`src/rtl/writeback_stage_pkg.sv`:
```
// writeback_stage_pkg: shared widths, exception bundles, FSM states and cause codes for the writeback stage
package writeback_stage_pkg;
  localparam int PC_WIDTH = 32;
  localparam int REG_FILE_ADDR = 5;
  localparam int REG_FILE_DATA = 32;
  localparam int DCACHE_MAX_ACC_SIZE = 32;
  localparam logic [PC_WIDTH-1:0] XCPT_VECTOR_DEF = 32'h0000_2000;
  typedef struct packed {
    logic xcpt_bus_error;
    logic xcpt_itlb_miss;
    logic [31:0] addr;
    logic [PC_WIDTH-1:0] pc;
  } fetch_xcpt_t;
  typedef struct packed {
    logic xcpt_illegal_instr;
    logic [PC_WIDTH-1:0] pc;
  } decode_xcpt_t;
  typedef struct packed {
    logic xcpt_addr_fault;
    logic xcpt_fetch_dtlb_miss;
    logic [31:0] addr;
    logic [PC_WIDTH-1:0] pc;
  } cache_xcpt_t;
  typedef logic [1:0] wb_state_t;
  localparam wb_state_t ST_RUN = 2'd0;
  localparam wb_state_t ST_XCPT = 2'd1;
  localparam wb_state_t ST_HANDLER = 2'd2;
  localparam wb_state_t ST_HALT = 2'd3;
  typedef logic [3:0] xcpt_cause_t;
  localparam xcpt_cause_t CAUSE_NONE = 4'd0;
  localparam xcpt_cause_t CAUSE_BUS_ERROR = 4'd1;
  localparam xcpt_cause_t CAUSE_ITLB_MISS = 4'd2;
  localparam xcpt_cause_t CAUSE_ILLEGAL = 4'd3;
  localparam xcpt_cause_t CAUSE_ADDR_FAULT = 4'd4;
  localparam xcpt_cause_t CAUSE_DTLB_MISS = 4'd5;
endpackage

```
`src/rtl/writeback_if.sv`:
```
// writeback_if: cache-stage request/exception bundle in, RF write, redirect and machine state out
interface writeback_if import writeback_stage_pkg::*; #(parameter int CNT_W = 32);
  logic write_rf;
  logic [REG_FILE_ADDR-1:0] dest_rf;
  logic [DCACHE_MAX_ACC_SIZE-1:0] rsp_data;
  logic [PC_WIDTH-1:0] wb_instr_pc;
  fetch_xcpt_t xcpt_fetch;
  decode_xcpt_t xcpt_decode;
  cache_xcpt_t xcpt_cache;
  logic iret_valid;
  logic rf_wr_en;
  logic [REG_FILE_ADDR-1:0] rf_wr_addr;
  logic [REG_FILE_DATA-1:0] rf_wr_data;
  logic flush;
  logic redirect_valid;
  logic [PC_WIDTH-1:0] redirect_pc;
  logic priv_mode;
  logic [PC_WIDTH-1:0] rm0;
  logic [31:0] rm1;
  logic [3:0] rm2;
  logic halted;
  logic [CNT_W-1:0] rf_wr_cnt;
  modport master (
    output write_rf, dest_rf, rsp_data, wb_instr_pc, xcpt_fetch, xcpt_decode, xcpt_cache, iret_valid,
    input rf_wr_en, rf_wr_addr, rf_wr_data, flush, redirect_valid, redirect_pc, priv_mode, rm0, rm1, rm2, halted, rf_wr_cnt
  );
  modport slave (
    input write_rf, dest_rf, rsp_data, wb_instr_pc, xcpt_fetch, xcpt_decode, xcpt_cache, iret_valid,
    output rf_wr_en, rf_wr_addr, rf_wr_data, flush, redirect_valid, redirect_pc, priv_mode, rm0, rm1, rm2, halted, rf_wr_cnt
  );
endinterface

```
`src/rtl/writeback_stage_xcpt_prio_enc.sv`:
```
// xcpt_prio_enc: picks the highest-priority pending exception and its pc/addr/cause
module xcpt_prio_enc import writeback_stage_pkg::*; (
  input  fetch_xcpt_t         fetch,
  input  decode_xcpt_t        decode,
  input  cache_xcpt_t         cache,
  output logic                valid,
  output xcpt_cause_t         cause,
  output logic [PC_WIDTH-1:0] pc,
  output logic [31:0]         addr
);
  logic f_hit;
  always_comb begin
    f_hit = fetch.xcpt_bus_error | fetch.xcpt_itlb_miss;
    valid = f_hit | decode.xcpt_illegal_instr | cache.xcpt_addr_fault | cache.xcpt_fetch_dtlb_miss;
    cause = fetch.xcpt_bus_error ? CAUSE_BUS_ERROR :
            fetch.xcpt_itlb_miss ? CAUSE_ITLB_MISS :
            decode.xcpt_illegal_instr ? CAUSE_ILLEGAL :
            cache.xcpt_addr_fault ? CAUSE_ADDR_FAULT :
            cache.xcpt_fetch_dtlb_miss ? CAUSE_DTLB_MISS : CAUSE_NONE;
    pc = f_hit ? fetch.pc : decode.xcpt_illegal_instr ? decode.pc : cache.pc;
    // illegal_instr carries no data address
    addr = f_hit ? fetch.addr : decode.xcpt_illegal_instr ? '0 : cache.addr;
  end
endmodule

```
`src/rtl/writeback_stage.sv`:
```
// writeback_stage: registers the RF write and runs the RUN/XCPT/HANDLER/HALT exception machine
module writeback_stage import writeback_stage_pkg::*; #(
  parameter logic [PC_WIDTH-1:0] XCPT_VECTOR = XCPT_VECTOR_DEF,
  parameter int CNT_W = 32
) (
  input logic clock,
  input logic reset,
  writeback_if.slave wb
);
  logic x_valid;
  xcpt_cause_t x_cause;
  logic [PC_WIDTH-1:0] x_pc;
  logic [31:0] x_addr;
  wb_state_t state_q, state_d;
  logic rf_wr_en_q, rf_wr_en_d, flush_q, flush_d, priv_q, priv_d, halted_q, halted_d;
  logic [REG_FILE_ADDR-1:0] rf_wr_addr_q, rf_wr_addr_d;
  logic [REG_FILE_DATA-1:0] rf_wr_data_q, rf_wr_data_d;
  logic [PC_WIDTH-1:0] redirect_pc_q, redirect_pc_d, rm0_q, rm0_d;
  logic [31:0] rm1_q, rm1_d;
  logic [3:0] rm2_q, rm2_d;
  logic [CNT_W-1:0] cnt_q, cnt_d;
  logic in_run, in_xcpt, in_hdl, take_xcpt, nest, do_iret;
  xcpt_prio_enc u_enc (
    .fetch(wb.xcpt_fetch), .decode(wb.xcpt_decode), .cache(wb.xcpt_cache),
    .valid(x_valid), .cause(x_cause), .pc(x_pc), .addr(x_addr)
  );
  always_comb begin
    in_run = state_q == ST_RUN;
    in_xcpt = state_q == ST_XCPT;
    in_hdl = state_q == ST_HANDLER;
    take_xcpt = in_run & x_valid;
    nest = in_hdl & x_valid;
    do_iret = in_hdl & wb.iret_valid & ~x_valid;
    state_d = take_xcpt ? ST_XCPT : in_xcpt ? ST_HANDLER : nest ? ST_HALT : do_iret ? ST_RUN : state_q;
    // XCPT-cycle inputs belong to flushed younger work, so they never commit
    rf_wr_en_d = (in_run | in_hdl) & ~x_valid & wb.write_rf;
    rf_wr_addr_d = wb.dest_rf;
    rf_wr_data_d = REG_FILE_DATA'(wb.rsp_data);
    cnt_d = cnt_q + CNT_W'(rf_wr_en_d);
    flush_d = take_xcpt | do_iret;
    redirect_pc_d = take_xcpt ? XCPT_VECTOR : do_iret ? rm0_q : '0;
    priv_d = take_xcpt ? 1'b1 : do_iret ? 1'b0 : priv_q;
    rm0_d = take_xcpt ? x_pc : rm0_q;
    rm1_d = take_xcpt ? x_addr : rm1_q;
    rm2_d = take_xcpt ? x_cause : rm2_q;
    halted_d = halted_q | nest;
  end
  always_ff @(posedge clock or negedge reset)
    if (!reset) begin
      state_q <= ST_RUN;
      rf_wr_en_q <= 1'b0;
      rf_wr_addr_q <= '0;
      rf_wr_data_q <= '0;
      cnt_q <= '0;
      flush_q <= 1'b0;
      redirect_pc_q <= '0;
      priv_q <= 1'b0;
      rm0_q <= '0;
      rm1_q <= '0;
      rm2_q <= '0;
      halted_q <= 1'b0;
    end else begin
      state_q <= state_d;
      rf_wr_en_q <= rf_wr_en_d;
      rf_wr_addr_q <= rf_wr_addr_d;
      rf_wr_data_q <= rf_wr_data_d;
      cnt_q <= cnt_d;
      flush_q <= flush_d;
      redirect_pc_q <= redirect_pc_d;
      priv_q <= priv_d;
      rm0_q <= rm0_d;
      rm1_q <= rm1_d;
      rm2_q <= rm2_d;
      halted_q <= halted_d;
    end
  assign wb.rf_wr_en = rf_wr_en_q;
  assign wb.rf_wr_addr = rf_wr_addr_q;
  assign wb.rf_wr_data = rf_wr_data_q;
  assign wb.flush = flush_q;
  assign wb.redirect_valid = flush_q;
  assign wb.redirect_pc = redirect_pc_q;
  assign wb.priv_mode = priv_q;
  assign wb.rm0 = rm0_q;
  assign wb.rm1 = rm1_q;
  assign wb.rm2 = rm2_q;
  assign wb.halted = halted_q;
  assign wb.rf_wr_cnt = cnt_q;
endmodule

```
`src/flat_wrapper.sv`:
```
// flat-port wrapper written by rule: the top's interface ports become plain ports
module writeback_stage_flat import writeback_stage_pkg::*;
#(
  parameter logic [PC_WIDTH-1:0] XCPT_VECTOR = XCPT_VECTOR_DEF,
  parameter int CNT_W = 32
)
  (clock, reset, wb_write_rf, wb_dest_rf, wb_rsp_data, wb_wb_instr_pc, wb_xcpt_fetch, wb_xcpt_decode, wb_xcpt_cache, wb_iret_valid, wb_rf_wr_en, wb_rf_wr_addr, wb_rf_wr_data, wb_flush, wb_redirect_valid, wb_redirect_pc, wb_priv_mode, wb_rm0, wb_rm1, wb_rm2, wb_halted, wb_rf_wr_cnt);
  writeback_if #(.CNT_W(CNT_W)) wb_i ();
  input logic clock;
  input logic reset;
  input wire logic [$bits(wb_i.write_rf)-1:0] wb_write_rf;
  input wire logic [$bits(wb_i.dest_rf)-1:0] wb_dest_rf;
  input wire logic [$bits(wb_i.rsp_data)-1:0] wb_rsp_data;
  input wire logic [$bits(wb_i.wb_instr_pc)-1:0] wb_wb_instr_pc;
  input wire logic [$bits(wb_i.xcpt_fetch)-1:0] wb_xcpt_fetch;
  input wire logic [$bits(wb_i.xcpt_decode)-1:0] wb_xcpt_decode;
  input wire logic [$bits(wb_i.xcpt_cache)-1:0] wb_xcpt_cache;
  input wire logic [$bits(wb_i.iret_valid)-1:0] wb_iret_valid;
  output wire logic [$bits(wb_i.rf_wr_en)-1:0] wb_rf_wr_en;
  output wire logic [$bits(wb_i.rf_wr_addr)-1:0] wb_rf_wr_addr;
  output wire logic [$bits(wb_i.rf_wr_data)-1:0] wb_rf_wr_data;
  output wire logic [$bits(wb_i.flush)-1:0] wb_flush;
  output wire logic [$bits(wb_i.redirect_valid)-1:0] wb_redirect_valid;
  output wire logic [$bits(wb_i.redirect_pc)-1:0] wb_redirect_pc;
  output wire logic [$bits(wb_i.priv_mode)-1:0] wb_priv_mode;
  output wire logic [$bits(wb_i.rm0)-1:0] wb_rm0;
  output wire logic [$bits(wb_i.rm1)-1:0] wb_rm1;
  output wire logic [$bits(wb_i.rm2)-1:0] wb_rm2;
  output wire logic [$bits(wb_i.halted)-1:0] wb_halted;
  output wire logic [$bits(wb_i.rf_wr_cnt)-1:0] wb_rf_wr_cnt;
  assign wb_i.write_rf = wb_write_rf;
  assign wb_i.dest_rf = wb_dest_rf;
  assign wb_i.rsp_data = wb_rsp_data;
  assign wb_i.wb_instr_pc = wb_wb_instr_pc;
  assign wb_i.xcpt_fetch = wb_xcpt_fetch;
  assign wb_i.xcpt_decode = wb_xcpt_decode;
  assign wb_i.xcpt_cache = wb_xcpt_cache;
  assign wb_i.iret_valid = wb_iret_valid;
  assign wb_rf_wr_en = wb_i.rf_wr_en;
  assign wb_rf_wr_addr = wb_i.rf_wr_addr;
  assign wb_rf_wr_data = wb_i.rf_wr_data;
  assign wb_flush = wb_i.flush;
  assign wb_redirect_valid = wb_i.redirect_valid;
  assign wb_redirect_pc = wb_i.redirect_pc;
  assign wb_priv_mode = wb_i.priv_mode;
  assign wb_rm0 = wb_i.rm0;
  assign wb_rm1 = wb_i.rm1;
  assign wb_rm2 = wb_i.rm2;
  assign wb_halted = wb_i.halted;
  assign wb_rf_wr_cnt = wb_i.rf_wr_cnt;
  writeback_stage #(.XCPT_VECTOR(XCPT_VECTOR), .CNT_W(CNT_W)) u_core (.clock(clock), .reset(reset), .wb(wb_i));
endmodule
```
`config.mk`:
```
export PLATFORM = sky130hd
export DESIGN_NAME = writeback_stage_flat
export DESIGN_NICKNAME = d
export VERILOG_FILES = /design/src/rtl/writeback_stage_pkg.sv /design/src/rtl/writeback_if.sv /design/src/rtl/writeback_stage_xcpt_prio_enc.sv /design/src/rtl/writeback_stage.sv /design/src/flat_wrapper.sv
export SDC_FILE = /design/constraint.sdc
export NUM_CORES = 1
export LEC_CHECK = 0
export BUFFER_PORTS_ARGS = -buffer_cell sky130_fd_sc_hd__buf_4
export CORE_AREA = 2 2 159 161
export DETAILED_ROUTE_END_ITERATION = 12
export DIE_AREA = 0 0 161 163
export GPL_TIMING_DRIVEN = 1
export SETUP_SLACK_MARGIN = 0.1
export SYNTH_ARGS = -nofsm -noshare
export SYNTH_HDL_FRONTEND = slang
export SYNTH_SLANG_ARGS = --single-unit
```
`constraint.sdc`:
```
create_clock -name clock -period 3.1 [get_ports clock]
set_clock_uncertainty 0.05 [all_clocks]
set_input_delay 0.155 -clock clock [delete_from_list [all_inputs] [get_ports clock]]
set_output_delay 0.155 -clock clock [all_outputs]
set_load 0.03 [all_outputs]
```
==> summary.md <==
| Metric | Value |
|---|---|
| Total gr overflow | `0` |
| Crit end category | `flop` |
| Initial DRT Pass Iterations | `6` |
| Area delta synth->final | `67.7%` |
| Tmin final | `about 2.7 ns` |
| Worst-path clk slew | `0.08 ns` |
| Most common cell after layout, fill and taps aside | `buf_4` |
| Post-Syn Area | `7070 um2` |
| Status | `complete, no violations` |
| Critical Path Start Type | `input pin` |
| CP max stage cell | `or4_1` |
| Port-buffer cells | `between 300 and 400` |
| Period utilization | `approximately 86%` |
| Required @ worst endpoint | `3.40 ns` |
| CP max stage delay | `approximately 0.64 ns` |
| Most frequent cells in the layout | `buf_4, dfrtp_1, dlygate4sd3_1` |
| Syn nets | `between 800 and 900` |
| Cell Rows | `58` |
| Initial DRC count | `314` |
| Yosys cell types | `38` |
| Sequential fraction of the synthesis area | `61.5%` |
| H-tree levels | `4` |
| CP max FO | `8` |
| Combined area of the multi-input logic cells | `around 2500 um2` |
| R2r setup slk | `between 0.5 and 0.6 ns` |
| Worst hold path class | `input pin to flop` |
| Antenna violations before repair | `1` |
| CTS buffer count | `17` |
| CTS Sinks | `between 150 and 200` |
| Seq pwr share | `a little under half` |
| Die X-Extent | `between 150 and 200 um` |
| Share of the synthesized area in the top cell type | `61.5%` |
| Clk buf depth | `2` |
| CORE AREA | `around 25,000 um2` |
| Clock power share | `a little over two fifths` |
| ANT nets after route | `0` |
| Final nets | `1,361` |
| Crit Path Category | `input pin to flop` |
| Switch Pwr | `around 0.0013 W` |
| Critical path arrival | `around 3 ns` |
| FF/Latch Area | `4350 um2` |
| Max_cap viols | `0` |
| Post-CTS Setup Inserts | `0` |
| TritonCTS clock tree | `yes` |
| Avg Cell Area, Syn | `around 11 um2` |
| Async SR Flop Fraction | `between 90% and 100%` |
| Combinational share of power | `roughly an eighth` |
| Fin area | `11,900 um2` |
| # fillers | `roughly 2,300` |
| Worst Hold Slack | `0.0124 ns` |
| Synthesis Warnings | `0` |
| Number of global-route vias before repair | `roughly 6,500` |
| Io pins | `slightly above 400` |
| Gp weighted congestion | `just under 0.8` |
| Post-synth EDFFs | `0` |
| Net Sw Frac | `between 20% and 30%` |
| Clock Latency Late Sink | `~0.42 ns` |
| Commonest register cell after synthesis | `dfrtp_1` |
| DPL Wire Length | `between 15 and 20 mm` |
| Tot GR Track Use | `between 15 and 20%` |
| Routed WL | `approximately 23 mm` |
| Fin. max-slew vios | `0` |
| Pin count of the biggest net entering global routing | `92` |
| CP Cell Sequence | `buf_4, or3_1, or2_1, nor3b_1, ha_1, nand4_2, or4_1, nor4_1, xor2_1` |
| Die height | `163 um` |
| DR WL/cell | `about 16 um` |
| RSZ-0062 raised after global routing | `no` |
| Max Freq | `roughly 0.38 GHz` |
| Cell count after synthesis | `approximately 660` |
| ANT cells | `0` |
| Reg2reg path depth | `6` |
| Dpl ws | `-0.00984 ns` |
| Die Area | `around 26,000 um2` |
| Final setup margin | `0.448 ns` |
| Total vias in the final route | `approximately 6,500` |
| Area leader, netlist | `dfrtp_1` |
| Power Density | `~420 nW/um2` |
| Leak | `between 5 and 6 nW` |
| First-pass GRT wire length | `about 36 mm` |
| Initial Util | `between 20 and 30%` |
| Clock root buffer | `clkbuf_16` |
| Number of remaining DRC errors | `0` |
| Max_slew headroom | `34.8%` |
| Hold Vio Cnt, Final | `0` |
| Layout cells sized above 1 | `a little under two fifths` |
| Worst slew pin tran | `0.977 ns` |
| Placed Area | `10,300 um2` |
| Maximum VDD drop | `~320 uV` |
| Area contributors post-synth | `dfrtp_1, a21oi_1, mux2i_1` |
| Avg Vias per Cell | `about 4.4` |
| FF+latch count, synth | `174` |
| Internal power | `~0.0037 W` |
| Hold path depth | `3` |
| Final setup violation count | `0` |
## cell families (layout without fill, tap and decap cells)
| group | after synthesis | after routing | synth area share, % |
|---|---|---|---|
| fa+ha+maj | 2 | 2 | 0.354 |
| simple gates | 226 | 226 | 16.7 |
| flops | 174 | 174 | 61.5 |
| mux | 33 | 33 | 4.69 |
| buf+inv | 50 | 529 | 2.97 |
| other cells | 1 | 1 | 0.0530 |
| compound gates | 139 | 139 | 9.92 |
| xor+xnor | 30 | 30 | 3.71 |
## flip-flops by register name, summed over array words and instances, names as in the netlist
name                   cells
u_core.wb.priv_mode        1
u_core.wb.rf_wr_data      32
u_core.wb.rf_wr_addr       5
u_core.wb.rm1             32
u_core.wb.rm0             32
u_core.wb.rm2              3
u_core.wb.redirect_pc     32
u_core.wb.flush            1
u_core.wb.halted           1
u_core.wb.rf_wr_cnt       32
u_core.state_q             2
u_core.wb.rf_wr_en         1
## worst max-delay path: cells and delay by family
kind | cells | cell delay, ns
xor+xnor | 1 | 0.17
fa+ha+maj | 1 | 0.28
buf+inv | 1 | 0.11
simple gates | 6 | 2.23
## power by group through the flow
| stage | registers [W] | clock network [W] | logic [W] |
|---|---|---|---|
| floorplan | 0.00240 | 0 | 0.000120 |
| global placement | 0.00235 | 0 | 0.000491 |
| detailed placement | 0.00235 | 0 | 0.000496 |
| CTS | 0.00230 | 0.00222 | 0.000597 |
| global route | 0.00230 | 0.00232 | 0.000645 |
| finish | 0.00230 | 0.00214 | 0.000593 |
## area by class of cell
cell class	count	area share, %
Clock buffer	17	3.59
Tap cell	330	3.48
Multi-Input combinational cell	431	21.3
Clock inverter	15	1.43
Inverter	7	0.222
Sequential cell	174	36.7
Timing Repair Buffer	490	33.2
## metrics by stage
stage | std cells | TNS (ns) | total power, W | utilization (%)
after floorplan | 655 | 0 | 0.00252 | -
after global placement | 1334 | 0 | 0.00284 | 41.7
after detailed placement | 1334 | -0.00984 | 0.00284 | 41.7
after CTS | 1464 | 0 | 0.00512 | 48.1
after global routing | 1464 | 0 | 0.00527 | 48.1
final | 1464 | 0 | 0.00503 | 48.1
## path summary, 6_finish.rpt
| path | from | end |
|---|---|---|
| worst max-delay path | wb_xcpt_decode[32] | u_core.wb.rf_wr_cnt[31] |
| worst min-delay path | wb_xcpt_fetch[11] | u_core.wb.rm0[11] |
| worst max register to register | u_core.state_q[0] | u_core.wb.rf_wr_cnt[31] |
| worst min register to register | u_core.wb.rm1[18] | u_core.wb.rm1[18] |
| max in group asynchronous | reset | u_core.wb.redirect_pc[26] |
| min in group asynchronous | reset | u_core.wb.rf_wr_cnt[16] |
## synth_stat cells (2+ instances only)
cell	number
dfrtp_1	174
xor2_1	16
or4_1	2
o21ai_1	8
nor4b_1	2
nor3b_1	34
nor4_1	4
nor2_1	43
buf_2	12
nand2b_1	2
nand2_1	73
clkbuf_1	28
and2_1	32
mux2i_1	32
a21oi_1	67
inv_1	7
buf_4	2
nand3_1	8
nor3_1	3
and3_1	2
ha_1	2
nand4_1	11
or2_2	2
xnor2_1	14
o21ai_0	62
## per-layer routing
layer	global-route usage, %	wire length [um]	vias up
met5	0	13	-
met1	22.3	10100	3002
met3	5.02	1770	21
li1	-	-	3152
met4	4.63	348	2
met2	30.2	11200	274
## timing repair
action	in CTS	in global routing
gates resized for setup	0	0
endpoints found under the hold margin	161	0
hold buffers	98	0
Power figures use the tool's default switching activity.
